### src/rtl/alu_result_stage.sv
// alu_result_stage: execute-to-writeback stage behind the ALU.
// Holds results in a 2-entry skid buffer, keeps the {N,Z,C,V} status
// register and resolves conditional branches against it.
//
// Ports:
//   clk, rst                 clock, async active-high reset
//   in_valid / in_ready      producer handshake (ALU side)
//   alu_f, alu_cout, alu_v,  ALU result and flag outputs
//   alu_z
//   in_dest                  destination register address
//   set_flags                update status register on accept
//   is_branch, cond          conditional branch and its condition code
//   out_valid / out_ready    consumer handshake (writeback / PC select)
//   out_data, out_dest       head entry result and destination
//   out_we, out_taken        head is a write / head is a taken branch
//   flags                    status register {N,Z,C,V}
//   count                    buffer occupancy 0..2
module alu_result_stage #(
    parameter int n = 4,
    parameter int r = 2
) (
    input  logic         clk,
    input  logic         rst,
    input  logic         in_valid,
    output logic         in_ready,
    input  logic [n-1:0] alu_f,
    input  logic         alu_cout,
    input  logic         alu_v,
    input  logic         alu_z,
    input  logic [r-1:0] in_dest,
    input  logic         set_flags,
    input  logic         is_branch,
    input  logic [2:0]   cond,
    output logic         out_valid,
    input  logic         out_ready,
    output logic [n-1:0] out_data,
    output logic [r-1:0] out_dest,
    output logic         out_we,
    output logic         out_taken,
    output logic [3:0]   flags,
    output logic [1:0]   count
);

    typedef struct packed {
        logic [n-1:0] data;
        logic [r-1:0] dest;
        logic         we;
        logic         taken;
    } entry_t;

    entry_t     head_q;
    entry_t     tail_q;
    entry_t     new_e;
    logic [1:0] count_q;
    logic [3:0] flags_q;
    logic       accept;
    logic       pop;
    logic       cond_hit;
    logic       flag_upd;

    logic f_n;
    logic f_z;
    logic f_c;
    logic f_v;

    // Ready comes only from registered occupancy, so no
    // combinational path from out_ready back to in_ready.
    assign in_ready  = (count_q != 2'd2);
    assign out_valid = (count_q != 2'd0);
    assign accept    = in_valid & in_ready;
    assign pop       = out_valid & out_ready;
    assign flag_upd  = accept & set_flags & ~is_branch;

    assign f_n = flags_q[3];
    assign f_z = flags_q[2];
    assign f_c = flags_q[1];
    assign f_v = flags_q[0];

    // Branches resolve against the flags held before this edge,
    // so a flag-setting op directly ahead is already visible.
    always_comb begin
        cond_hit = 1'b0;
        unique case (cond)
            3'b000: cond_hit = 1'b1;
            3'b001: cond_hit = f_z;
            3'b010: cond_hit = ~f_z;
            3'b011: cond_hit = f_c;
            3'b100: cond_hit = ~f_c;
            3'b101: cond_hit = f_n;
            3'b110: cond_hit = f_v;
            3'b111: cond_hit = 1'b0;
        endcase
    end

    always_comb begin
        new_e       = '0;
        new_e.data  = alu_f;
        new_e.dest  = in_dest;
        new_e.we    = ~is_branch;
        new_e.taken = is_branch & cond_hit;
    end

    always_ff @(posedge clk or posedge rst) begin
        if (rst) begin
            flags_q <= 4'b0000;
        end else if (flag_upd) begin
            flags_q <= {alu_f[n-1], alu_z, alu_cout, alu_v};
        end
    end

    // head_q is always the oldest entry; tail_q only matters
    // while two entries are held.
    always_ff @(posedge clk or posedge rst) begin
        if (rst) begin
            head_q  <= '0;
            tail_q  <= '0;
            count_q <= 2'd0;
        end else begin
            unique case (1'b1)
                accept & ~pop: begin
                    if (count_q == 2'd0) begin
                        head_q <= new_e;
                    end else begin
                        tail_q <= new_e;
                    end
                    count_q <= count_q + 2'd1;
                end
                accept & pop: begin
                    // only reachable at count 1
                    head_q <= new_e;
                end
                ~accept & pop: begin
                    if (count_q == 2'd2) begin
                        head_q <= tail_q;
                    end
                    count_q <= count_q - 2'd1;
                end
                default: begin
                    count_q <= count_q;
                end
            endcase
        end
    end

    assign out_data  = head_q.data;
    assign out_dest  = head_q.dest;
    assign out_we    = head_q.we;
    assign out_taken = head_q.taken;
    assign flags     = flags_q;
    assign count     = count_q;

endmodule

### config.mk
export PLATFORM = sky130hd
export DESIGN_NAME = alu_result_stage
export DESIGN_NICKNAME = d
export VERILOG_FILES = /design/src/rtl/alu_result_stage.sv
export SDC_FILE = /design/constraint.sdc
export NUM_CORES = 1
export LEC_CHECK = 0
export BUFFER_PORTS_ARGS = -buffer_cell sky130_fd_sc_hd__buf_2
export CAP_MARGIN = 20
export CELL_PAD_IN_SITES_DETAIL_PLACEMENT = 1
export CELL_PAD_IN_SITES_GLOBAL_PLACEMENT = 1
export CORE_ASPECT_RATIO = 1.75
export CORE_MARGIN = 8
export CORE_UTILIZATION = 30
export DETAILED_ROUTE_END_ITERATION = 7
export MAX_ROUTING_LAYER = met4
export PLACE_DENSITY_LB_ADDON = 0.12
export SLEW_MARGIN = 0
export SYNTH_ARGS = -nofsm -noshare
export SYNTH_HDL_FRONTEND = slang
export SYNTH_SLANG_ARGS = --single-unit
### constraint.sdc
create_clock -name clk -period 2.6 [get_ports clk]
set_input_delay 0 -clock clk [delete_from_list [all_inputs] [get_ports clk]]
set_output_delay 0 -clock clk [all_outputs]
set_load 0.02 [all_outputs]
==> qor.txt <==
status: completed
Min Clock Period, post-route: 2.30 ns
final non-filler cell total: 185
flop2flop setup slack: 0.30 ns
gr usage total: 0.0970
antenna fix cells: 0
die area: 0.00591 mm2
final worst slack: 0.299 ns
Vias: 858
Req. time, crit path: 2.79 ns
Vias/cell: 4.64
Fmax: 435 MHz
Worst Hold Class: in -> reg
Distinct cells, synth: 28
WHS Path Cells: 2
Top Ports: 34
Primary FF master, synth: dfrtp_1
reg2reg path depth: 8
syn_nets: 113
placer congestion estimate: 0.727
# rows: 29
FF+latch count, synth: 22
slowest CP cell: dfrtp_1
PD cells: 1170 mW/mm2
initial antenna violation count: 0
port buffer count: 33
Placement Setup Slack: 0.300 ns
syn_area_per_cell: 11.8 um2
Leak: 0.688 nW
max incr delay on CP: 0.43 ns
CTS tree: built
Final Total Pwr: 1.71 mW
critical setup path kind: reg -> reg
CTS sink count: 22
Clock Latency Late Sink: 0.26 ns
CP Cell Sequence: or2_2, and2_1, ha_1, or3b_4, a22oi_4, buf_4, nor2_1, a21oi_1
crit path DAT: 2.49 ns
sequential share of the synthesized area: 0.503
area grow syn2layout: 33.1%
Post-Syn Area: 0.00109 mm2
Post-Place Cells: 172
clock root cell: clkbuf_8
worst r2r src: count[1]
Routed WL: 2.59 mm
Max-cap violations: 0
fin util: 0.410
Inserted Clock Buffers: 3
fillcell total: 431
CORE AREA: 0.00356 mm2
Pins Over Slew Limit: 0
Hold Path Origin: alu_f[3]
hpwl dp: 2.01 mm
RSZ-0062 raised after global routing: no
peak supply drop: 0.566 mV
post_cts resized: 0
Setup TNS: 0 ns
worst clock skew: 0.00508 ns
global-route wire length before repair: 4.24 mm
Worst Max-Slew Pin Slew: 0.874 ns
Starting Density: 0.308
FFs w/ async S/R, synth: 1.00
die height: 95.9 um
Worst Hold Path EP: flags[3]
synth warn: 0
crit start category: flip-flop
synthesized instance count: 93
routed len/inst: 14.0 um
H-tree Lvls: 1
CTS clk-pin slew, worst paths: 0.08 ns
critical path fanouts, max: 11
grt total ovfl: 0
Fin. Hold Viols: 0
Crit. End Element: flip-flop
pin count of the biggest net entering global routing: 23
DRT iter0 DRCs: 26
Max Root-Sink Buffers: 2
EDFF count, synth: 0
Worst R2R End: out_data[3]
remaining antenna violation count: 0
crit-path leading delay family: simple AND/OR/NAND/NOR gates
final period utilization: 0.885
relative slew slack: 0.417
Buffers & Inverters on Critical Path: 1
Nets: 161
layout cells sized above 1: 0.417
number of global-route vias before repair: 909
first drt pass iteration count: 4
residual DRC count: 0
Finish-stage setup viols: 0
die width: 61.7 um
-- metrics by stage --
| stage | cell area [um2] | hold slack (ns) |
|---|---|---|
| 2_1_floorplan | 1090 | -0.0108 |
| 5_1_grt | 1460 | 0.00525 |
| 4_1_cts | 1460 | 0.00505 |
| 3_5_place_dp | 1320 | 0.236 |
| 3_3_place_gp | 1320 | 0.221 |
| 6_report | 1460 | 0.0130 |
-- kinds of logic after synthesis --
family | count (synthesis) | synth area share
AOI/OAI and AO/OA | 15 | 0.0983
buffers and inverters | 7 | 0.0354
and+or+nand+nor | 25 | 0.130
xor gates and xnor gates | 3 | 0.0240
adders and majority gates | 2 | 0.0229
DFF | 22 | 0.503
muxes | 19 | 0.186
-- sequential cells by signal, summed over array words and instances, names as in the netlist --
| register | count |
|---|---|
| count | 2 |
| flags | 4 |
| out_data | 4 |
| out_dest | 2 |
| out_taken | 1 |
| out_we | 1 |
| tail_q | 8 |
-- how the worst max path moves through the flow --
stage	from	endpoint	cells after the start
6_report	count[1]	out_data[3]	8
5_1_grt	count[1]	out_data[3]	8
4_1_cts	count[1]	out_data[3]	8
3_3_place_gp	count[1]	out_data[3]	8
2_1_floorplan	count[0]	out_taken	8
3_5_place_dp	count[1]	out_taken	7
-- where the power goes --
part           internal [mW]  switching (mW)
Clock                  0.103           0.105
Combinational          0.385           0.494
Sequential             0.517           0.101
Total                   1.01           0.701
-- cells in the final DEF (no fill, tap or decap), types with 2 or more instances in the layout --
| master | instances |
|---|---|
| mux2_2 | 11 |
| dfrtp_1 | 22 |
| ha_1 | 2 |
| nor2_1 | 9 |
| inv_1 | 4 |
| xnor2_1 | 2 |
| buf_4 | 3 |
| dlygate4sd3_1 | 10 |
| nand2_1 | 3 |
| o21ai_0 | 2 |
| clkbuf_8 | 3 |
| buf_2 | 33 |
| a21oi_1 | 7 |
| and2_1 | 2 |
| and4b_1 | 2 |
| nor3_1 | 2 |
| a21oi_2 | 3 |
| mux2i_1 | 8 |
-- cells in the mapped netlist (2+ instances only) --
library cell | count | share of area
mux2_2 | 11 | 0.11
a21oi_1 | 7 | 0.032
xnor2_1 | 2 | 0.016
and4b_1 | 2 | 0.018
nand2_1 | 3 | 0.010
a21oi_2 | 3 | 0.024
mux2i_1 | 8 | 0.073
ha_1 | 2 | 0.023
nor2_1 | 9 | 0.031
inv_1 | 4 | 0.014
o21ai_0 | 2 | 0.0091
dfrtp_1 | 22 | 0.50
nor3_1 | 2 | 0.0091
and2_1 | 2 | 0.011
-- cell type report --
class / instances / area, um2 / area share
Inverter: 4 / 15.0 / 0.0103
Clock buffer: 3 / 41.3 / 0.0283
Tap cell: 46 / 57.6 / 0.0395
Multi-Input combinational cell: 64 / 505 / 0.347
Timing Repair Buffer: 46 / 288 / 0.197
Sequential cell: 22 / 551 / 0.378
-- per-layer routing --
metal,wire [um],vias to the layer above,part of all wire,GRT usage
li1,-,414,-,-
met1,1010,422,0.39,0.104
met2,1380,20,0.53,0.163
met3,185,2,0.071,0.0228
met4,20,0,0.0077,0.0402
met5,0,-,0,-
-- repair_timing --
| action | in CTS | in global routing |
|---|---|---|
| buffers inserted | 0 | 0 |
| hold endpoints to repair | 31 | 0 |
| hold buffers | 10 | 0 |
-- worst reg2reg max path, cell delays in order, from the launching register on --
cell and delay [ns]:
dfrtp_1 0.43, or2_2 0.32, and2_1 0.18, ha_1 0.20, or3b_4 0.39, a22oi_4 0.35
buf_4 0.22, nor2_1 0.04, a21oi_1 0.10
No activity file was read; power rests on OpenSTA's default activity.
